File: src/rtl/serializer.sv
// serializer: LSB-first parallel-to-serial transmitter with a free-running
// WIDTH+1 slot frame and a one-deep holding buffer.
module serializer #(
    parameter int               WIDTH     = 8,
    parameter logic [WIDTH-1:0] IDLE_WORD = '0,
    parameter logic             GAP_LEVEL = 1'b0
) (
    input  logic             clk,
    input  logic             rst,
    input  logic [WIDTH-1:0] data_in,
    input  logic             data_valid,
    output logic             data_ready,
    output logic             data_out,
    output logic             frame_start,
    output logic             frame_live,
    output logic             underrun
);
    localparam int SW = $clog2(WIDTH + 1);
    localparam logic [SW-1:0] LAST = SW'(WIDTH);
    logic [SW-1:0]    slot, slot_n;
    logic [WIDTH-1:0] sh, sh_n, hold_d;
    logic             hold_v, live, live_n, gap, accept, hold_wr, out_n;
    assign gap         = slot == LAST;
    assign data_ready  = !hold_v || gap;
    assign accept      = data_valid && data_ready;
    assign hold_wr     = accept && (hold_v || !gap);
    assign frame_start = slot == '0;
    assign frame_live  = live && !gap;
    assign underrun    = frame_start && !live;
    // data_out is registered, so it is fed from the next-cycle slot and shift state
    always_comb begin
        slot_n = gap ? '0 : slot + 1'b1;
        sh_n   = !gap ? sh >> 1 : hold_v ? hold_d : accept ? data_in : IDLE_WORD;
        live_n = gap ? (hold_v || accept) : live;
        out_n  = slot_n == LAST ? GAP_LEVEL : sh_n[0];
    end
    always_ff @(posedge clk) begin
        if (rst) begin
            slot     <= '0;
            sh       <= IDLE_WORD;
            live     <= 1'b0;
            hold_v   <= 1'b0;
            data_out <= IDLE_WORD[0];
        end else begin
            slot     <= slot_n;
            sh       <= sh_n;
            live     <= live_n;
            data_out <= out_n;
            if (hold_wr) begin
                hold_v <= 1'b1;
                hold_d <= data_in;
            end else if (gap) begin
                hold_v <= 1'b0;
            end
        end
    end
endmodule
File: config.mk
export PLATFORM = sky130hd
export DESIGN_NAME = serializer
export DESIGN_NICKNAME = d
export VERILOG_FILES = /design/src/rtl/serializer.sv
export SDC_FILE = /design/constraint.sdc
export NUM_CORES = 1
export LEC_CHECK = 0
export ABC_AREA = 1
export CAP_MARGIN = 10
export CORE_AREA = 10 10 63 65
export CTS_CLUSTER_DIAMETER = 100
export CTS_CLUSTER_SIZE = 30
export DETAILED_ROUTE_END_ITERATION = 6
export DIE_AREA = 0 0 73 75
export PLACE_DENSITY = 0.6
export SYNTH_ARGS = -nofsm -noshare
export SYNTH_HDL_FRONTEND = slang
export SYNTH_SLANG_ARGS = --single-unit
File: constraint.sdc
create_clock -name clk -period 1.5 [get_ports clk]
set_input_delay 0.225 -clock clk [delete_from_list [all_inputs] [get_ports clk]]
set_output_delay 0.225 -clock clk [all_outputs]
set_load 0.01 [all_outputs]
---- Yosys cells after proc, flatten, opt, wreduce, memory -nomap -nowiden ----
Cells that the tools add are included.
cells by class
  $add $sub $neg .......................... 1
  eq/ne operators ......................... 2
  mux-type cells .......................... 6
  bitwise gates (word level) .............. 2
  reductions and logical operators ........ 15
operator list
  kind                                                            number
  8-bit two-way mux                                               2
  4-bit equality test (second input constant)                     2
  7-bit two-way mux                                               1
  4-bit by 1-bit adder with 4-bit output (second input constant)  1
  1-bit logical AND                                               4
  4-bit logical NOT                                               1
  4-bit two-way mux                                               1
  2-bit OR reduction                                              2
  1-bit logical NOT                                               3
  1-bit logical OR                                                3
  1-bit two-way mux                                               2
  1-bit inverter                                                  2
  2-bit AND reduction                                             1
  2-bit nonzero test                                              1
word-level totals
  bits in registers ....................... 23
  bits of input ports ..................... 11
  output and inout bits ................... 5
  word-level logic and storage cells ...... 33

---- Longest topological paths before layout ----
Gate-level depths: netlist of the first run.
  depth in word-level cells ............... 6
  mapped depth ............................ 8
  depth with buffers taken out ............ 8

---- Least setup slack after synthesis of the first run ----
No wires, ideal clock.
  path kind ............................... register to register
  start point ............................. register slot[0]
  end point ............................... register hold_d[0] (enable)
  setup time .............................. 0.370 ns
  data arrival time ....................... 1.318 ns
  required time ........................... 1.130 ns
  slack ................................... -0.189 ns
  cell stages (with the launch flop) ...... 7
  buffers on the path ..................... 0
  period minus slack after synthesis ...... 1.689 ns
  path through ............................ dfxtp_1 inv_1 ha_1 nand3_4 nand2_1 nand3_1 nor2_1
on the way
  longest elaborated chain between the ends .. 5
  elaborated cells between the ends (all ways) .. 7
  those cells by class .................... eq/ne (1); reduce/logical (6)
ends and longest elaborated chain
  item                           RTL line  text
  start, declared                20        logic [SW-1:0] slot, slot_n;
  start signal, assigned         45        slot <= slot_n;
  4-bit equality test            23        assign gap = slot == LAST;
  1-bit logical OR               24        assign data_ready = !hold_v || gap;
  named net data_ready           12        output logic data_ready,
  1-bit logical AND              25        assign accept = data_valid && data_ready;
  1-bit logical AND              26        assign hold_wr = accept && (hold_v || !gap);
  2-bit AND reduction (no line)  n/a
  end signal, assigned           51        hold_d <= data_in;
  end, declared                  21        logic [WIDTH-1:0] sh, sh_n, hold_d;
The timed path passes the listed nets, and every way through them passes these cells.
A chain may end at the register's enable or synchronous reset.

---- Final worst setup path of the first run ----
  start point ............................. register slot[0]
  end point ............................... output data_ready
on the way
  longest elaborated chain between the ends .. 2
ends and longest elaborated chain
  item                 RTL line
  4-bit equality test  23
  1-bit logical OR     24
  end, declared        12
Every way passes these cells.

==> results of run 1 <==
==> final cells by class <==
class	count	area share (%)
inverters	12	3.80
multi-input cells	57	28.5
flip-flops and latches	22	41.8
clock buffers	3	1.80
repair buffers	28	18.7
well taps	31	3.10
clock inverters	1	2.40
==> power groups by stage <==
stage | Sequential [uW] | Combinational (uW) | Clock (uW)
finish | 648 | 172 | 450
floorplan | 660 | 80.6 | 0
detailed placement | 659 | 172 | 0
CTS | 648 | 171 | 465
global route | 651 | 195 | 493
global placement | 658 | 170 | 0
==> what timing repair did <==
action,4_1_cts,5_1_grt
pin swaps,2,1
gates resized for setup,22,7
endpoints found under the setup margin,12,12
cloned,0,0
endpoints found under the hold margin,0,0
==> cells in the mapped netlist (2+ instances only) <==
master	count	area share, %
nand3_1	5	2.7
nor3_1	2	1.1
a21oi_1	7	3.8
nand2_1	13	5.3
nor2_1	9	3.7
inv_1	11	4.5
buf_4	2	1.6
dfxtp_1	14	31
ha_1	2	2.7
edfxtp_1	8	26
o21ai_2	2	1.9
o21ai_1	2	1.1
o21ai_0	3	1.6
a22oi_1	7	5.7
==> through the flow <==
stage | power (uW) | setup TNS [ns] | instances | hold WS (ns) | setup WS (ns)
2_1_floorplan | 741 | 0 | 94 | 0.324 | 0.0129
3_3_place_gp | 828 | -0.204 | 150 | 0.492 | -0.0820
3_5_place_dp | 831 | -0.397 | 150 | 0.495 | -0.110
4_1_cts | 1280 | 0 | 154 | 0.488 | 0.0121
5_1_grt | 1340 | -0.388 | 154 | 0.472 | -0.0488
6_report | 1270 | 0 | 154 | 0.493 | 0.0637
==> per-layer routing <==
layer	track usage, %	wire length (um)
met1	7.93	824
met2	12.1	903
met3	3.68	100
met4	1.90	0
met5	0	0
==> flip-flops by register name, summed over array words and instances (netlist names) <==
name      flops
sh            7
slot          4
hold_d        8
live          1
hold_v        1
data_out      1
==> logic make-up (layout without fill, tap and decap cells) <==
family                   after synthesis  after routing
AND/OR/NAND/NOR                       32             32
AO/OA/AOI/OAI                         23             23
flip-flops                            22             22
buffers and inverters                 15             44
adder cells (fa/ha/maj)                2              2
==> final timing paths <==
path | start | end | slack (ns) | cells after the start
worst min register to register | sh[3] | sh[2] | 0.52 | 2
worst max-delay path | slot[0] | data_ready | 0.06 | 5
worst max register to register | slot[0] | hold_d[1] | 0.06 | 6
worst min-delay path | data_in[6] | hold_d[6] | 0.49 | 1
==> flow_summary.yaml, run 1 <==
outcome:
  status: "finished clean"
floorplan:
  coreArea_sq_um: 2710
  die_w_um: 73
  rows: 19
  ios: 16
  die-area_sq_um: 5480
  initial_utilization_pct: 33.8
  fp.dieH_um: 75
timing:
  rsz0062_at_grt: "yes"
  finalCriticalPeriod_ns: 1.44
  tightest_slew_ns: 0.271
  period_share_pct: 95.8
  timing.fmax_mhz: 696
  finalClockSkew_ns: 0.00391
  report.final.slew_viol_count: 0
  setup_viol: 0
  maxSlewHeadroom_pct: 81.9
  finalHoldViolCount: 0
power:
  power.density_nw_per_um2: 1010
  seqPwrFrac_pct: 51.0
  swShare_pct: 21.6
  p_leak_uw: 0.000505
  comb_power_share_pct: 13.5
  clockPowerShare_pct: 35.4
  intPower_uw: 995
  ir_drop_v: 0.000827
  power.switching_uw: 274
logic_synthesis:
  yosys_warnings: 0
  synth_nets: 107
  syn-instance-count: 94
  yosysUniqueCellTypes: 21
  synth_mux_area_share_pct: 0
  async_reset_ff_share_pct: 0
  ys_ff_latch: 22
  ys_seq_area_share_pct: 56.8
  synth_simple_gate_area_share_pct: 16.1
  synth_xor_area_share_pct: 0
  synth_top_family_by_area: "simple AND/OR/NAND/NOR gates"
  synth_area_per_cell_sq_um: 9.76
  synth_compound_area_share_pct: 16.0
  synth_area_sq_um: 917
  synthFlopType: "dfxtp_1"
  synth_fa_ha_area_share_pct: 2.73
  synth_edf_count: 8
clocking:
  cts.sinks: 22
  cts_tree: "yes"
  cts_max_level: 1
  max-clock-path-buffers: 2
  postCtsSetupBuffers: 0
  cts.reportedPaths.clkPinSlew_ns: 0.12
  cts_buffers: 3
  root_buffer: "clkbuf_4"
  clock_latency_ns: 0.31
  holdBufCountCts: 0
global_routing:
  grt_max_degree: 15
  track_usage_pct: 7.24
  antenna_found_initial: 0
  grt_pass1_vias: 726
  grt_overflow: 0
  grt_pass1_wl_um: 3190
worst_setup_path:
  crit_required_ns: 1.27
  worst-setup-path-type: "reg2out"
  endpoint_kind: "primary output"
  max_stage_delay_ns: 0.34
  timing.critical_path.arrival_ns: 1.21
  crit_buf_inv: 2
  cp_slowest_cell: "dfxtp_2"
  critPathMaxFanout: 5
  cp-start-kind: "flop"
  cp_top_family: "flip-flops"
  path_cells: "inv_2 -> ha_4 -> nand3_4 -> nand2_2 -> buf_2"
layout:
  fin_nets: 137
  final_area_sq_um: 1250
  diodes: 0
  multiInputGateArea_sq_um: 357
  area_delta_synth_final_pct: 36.6
  register_area_sq_um: 523
  mostFrequentLayoutCells: "buf_4 (13), dfxtp_1 (12), clkdlybuf4s50_1 (11)"
  drive_gt1_share_pct: 31.7
  finish.utilization_pct: 46.2
  layout_commonest_cell: "buf_4"
  nFillCells: 276
routing:
  num_vias: 713
  wl_um: 1830
  drcViolationCount: 0
  vias_per_cell: 4.63
  drtIter0Drc: 34
  drtAntennaViolNets: 0
  drtPass1Iterations: 4
  drt-wirelength-per-cell_um: 11.9
place:
  placed_cell_area_sq_um: 1180
  routabilityCongestion: 0.740
  dp_hpwl_um: 1360
  port_buffers: 15
min_path:
  min-delay-path-class: "in2reg"
run:
  maxCapViolCount: 0
(Power assumes the default switching activity.)
==> inputs of run 2 (changes only) <==
--- a/config.mk
+++ b/config.mk
@@ -6,6 +6,7 @@
 export NUM_CORES = 1
 export LEC_CHECK = 0
 export ABC_AREA = 1
+export ABC_CLOCK_PERIOD_IN_PS = 1500
 export CAP_MARGIN = 10
 export CORE_AREA = 10 10 63 65
 export CTS_CLUSTER_DIAMETER = 100
==> results of run 2 <==
No change in the layout: final DEF, timing and power equal those of run 1.
==> inputs of run 3 (changes only) <==
--- a/config.mk
+++ b/config.mk
@@ -8,11 +8,11 @@
 export ABC_AREA = 1
 export ABC_CLOCK_PERIOD_IN_PS = 1500
 export CAP_MARGIN = 10
-export CORE_AREA = 10 10 63 65
+export CORE_AREA = 3 3 56 58
 export CTS_CLUSTER_DIAMETER = 100
 export CTS_CLUSTER_SIZE = 30
 export DETAILED_ROUTE_END_ITERATION = 6
-export DIE_AREA = 0 0 73 75
+export DIE_AREA = 0 0 59 61
 export PLACE_DENSITY = 0.6
 export SYNTH_ARGS = -nofsm -noshare
 export SYNTH_HDL_FRONTEND = slang
==> constraint.sdc (replaced) <==
create_clock -name clk -period 1.5 [get_ports clk]
set_input_delay 0.375 -clock clk [delete_from_list [all_inputs] [get_ports clk]]
set_output_delay 0.375 -clock clk [all_outputs]
set_load 0.01 [all_outputs]
==> flow_summary.yaml, run 3 (same netlist as run 1, synthesis figures left out) <==
outcome:
  status: "finished with violations"
  violations: "setup timing"
global_routing:
  grt_pass1_vias: 758
  grt_max_degree: 15
  grt_pass1_wl_um: 3230
  track_usage_pct: 11.9
  grt_overflow: 0
  antenna_found_initial: 0
floorplan:
  die_w_um: 59
  coreArea_sq_um: 2710
  rows: 19
  die-area_sq_um: 3600
  fp.dieH_um: 61
  initial_utilization_pct: 33.8
  ios: 16
layout:
  fin_nets: 144
  largest_register: "hold_d"
  final_area_sq_um: 1320
  layout_commonest_cell: "buf_4"
  drive_gt1_share_pct: 35.4
  largest_reg_flops: 8
  area_delta_synth_final_pct: 43.8
  layout.cells.non_filler: 161
  reg_top3: "hold_d: 8 flops, sh: 7 flops, slot: 4 flops"
  mostFrequentLayoutCells: "buf_4 (19), dfxtp_1 (12), clkdlybuf4s50_1 (10)"
  diodes: 0
timing:
  finalClockSkew_ns: 0.00305
  maxSlewHeadroom_pct: 82.7
  holdWs_ns: 0.522
  rsz0062_at_grt: "yes"
  period_share_pct: 106
  report.final.slew_viol_count: 0
  tns_ns: -0.221
  finalHoldViolCount: 0
  timing.fmax_mhz: 629
  finalCriticalPeriod_ns: 1.59
  setup_viol: 4
  tightest_slew_ns: 0.259
  setup_slack_ns: -0.0903
power:
  power.density_nw_per_um2: 987
  ir_drop_v: 0.000796
  p_leak_uw: 0.000551
clocking:
  max-clock-path-buffers: 2
  root_buffer: "clkbuf_4"
  cts.sinks: 22
  cts_tree: "yes"
  cts.reportedPaths.clkPinSlew_ns: 0.13
  clock_latency_ns: 0.31
  cts_buffers: 3
  cts_max_level: 1
routing:
  drtAntennaViolNets: 0
  drcViolationCount: 0
  drtIter0Drc: 16
  wl_um: 1850
  vias_per_cell: 4.66
  drtPass1Iterations: 4
  num_vias: 750
  drt-wirelength-per-cell_um: 11.5
worst_setup_path:
  timing.critical_path.arrival_ns: 1.22
  crit_required_ns: 1.12
  critPathMaxFanout: 4
  worst-setup-path-type: "reg2out"
  cp-start-kind: "flop"
  endpoint_kind: "primary output"
  rr_worst_depth: 9
place:
  routabilityCongestion: 0.728
  port_buffers: 15
  dp_hpwl_um: 1300
  place_inst: 153
  placed_cell_area_sq_um: 1200
run:
  maxCapViolCount: 0
min_path:
  min-delay-path-class: "reg2reg"
  hold-path-cell-count: 2
[run 3: power breakdown]
group          internal [uW]  switching (uW)
clock                    270             187
combinational            105            91.9
sequential               639            8.42
total                   1010             288
[run 3: cell type report]
cell class | count | area (sq um)
Clock buffer | 3 | 22.5
Multi-Input combinational cell | 57 | 359
Clock inverter | 1 | 30.0
Sequential cell | 22 | 523
Tap cell | 31 | 38.8
Fill cell | 265 | 1390
Inverter | 12 | 47.5
Timing Repair Buffer | 35 | 298
[run 3: worst paths after layout]
| check | start | endpoint | slack, ns |
|---|---|---|---|
| setup / recovery | slot[0] | frame_live | -0.09 |
| setup reg to reg | slot[0] | hold_d[1] | 0.01 |
| hold / removal | sh[3] | sh[2] | 0.52 |
| hold reg to reg | sh[3] | sh[2] | 0.52 |
[run 3: worst max-delay path: stages (launching register included)]
cell and delay [ns]:
dfxtp_2 0.35, inv_2 0.08, ha_4 0.16, nand3_4 0.09, nand2_2 0.08, inv_1 0.03
buf_2 0.13
[run 3: stage by stage]
step | total power [uW] | utilization (%) | worst slack, ns
after floorplan | 741 | - | 0.0129
after global placement | 834 | 44.4 | -0.188
after detailed placement | 838 | 44.4 | -0.242
after CTS | 1300 | 48.0 | -0.0882
after global routing | 1350 | 48.7 | -0.136
final | 1300 | 48.7 | -0.0903
[run 3: routing by layer]
layer  up-vias  global-route usage (%)  routed length, um
li1        389                       -                  -
met1       346                    14.8                864
met5         -                       0                  0
met2        13                    19.6                889
met3         2                    2.13                 81
met4         0                    6.47                 13
[run 3: repair_timing]
action | in CTS | in global routing
setup endpoints to repair | 13 | 12
pin swaps | 3 | 3
resized for setup | 27 | 3
setup buffers | 3 | 1
hold buffers | 0 | 0
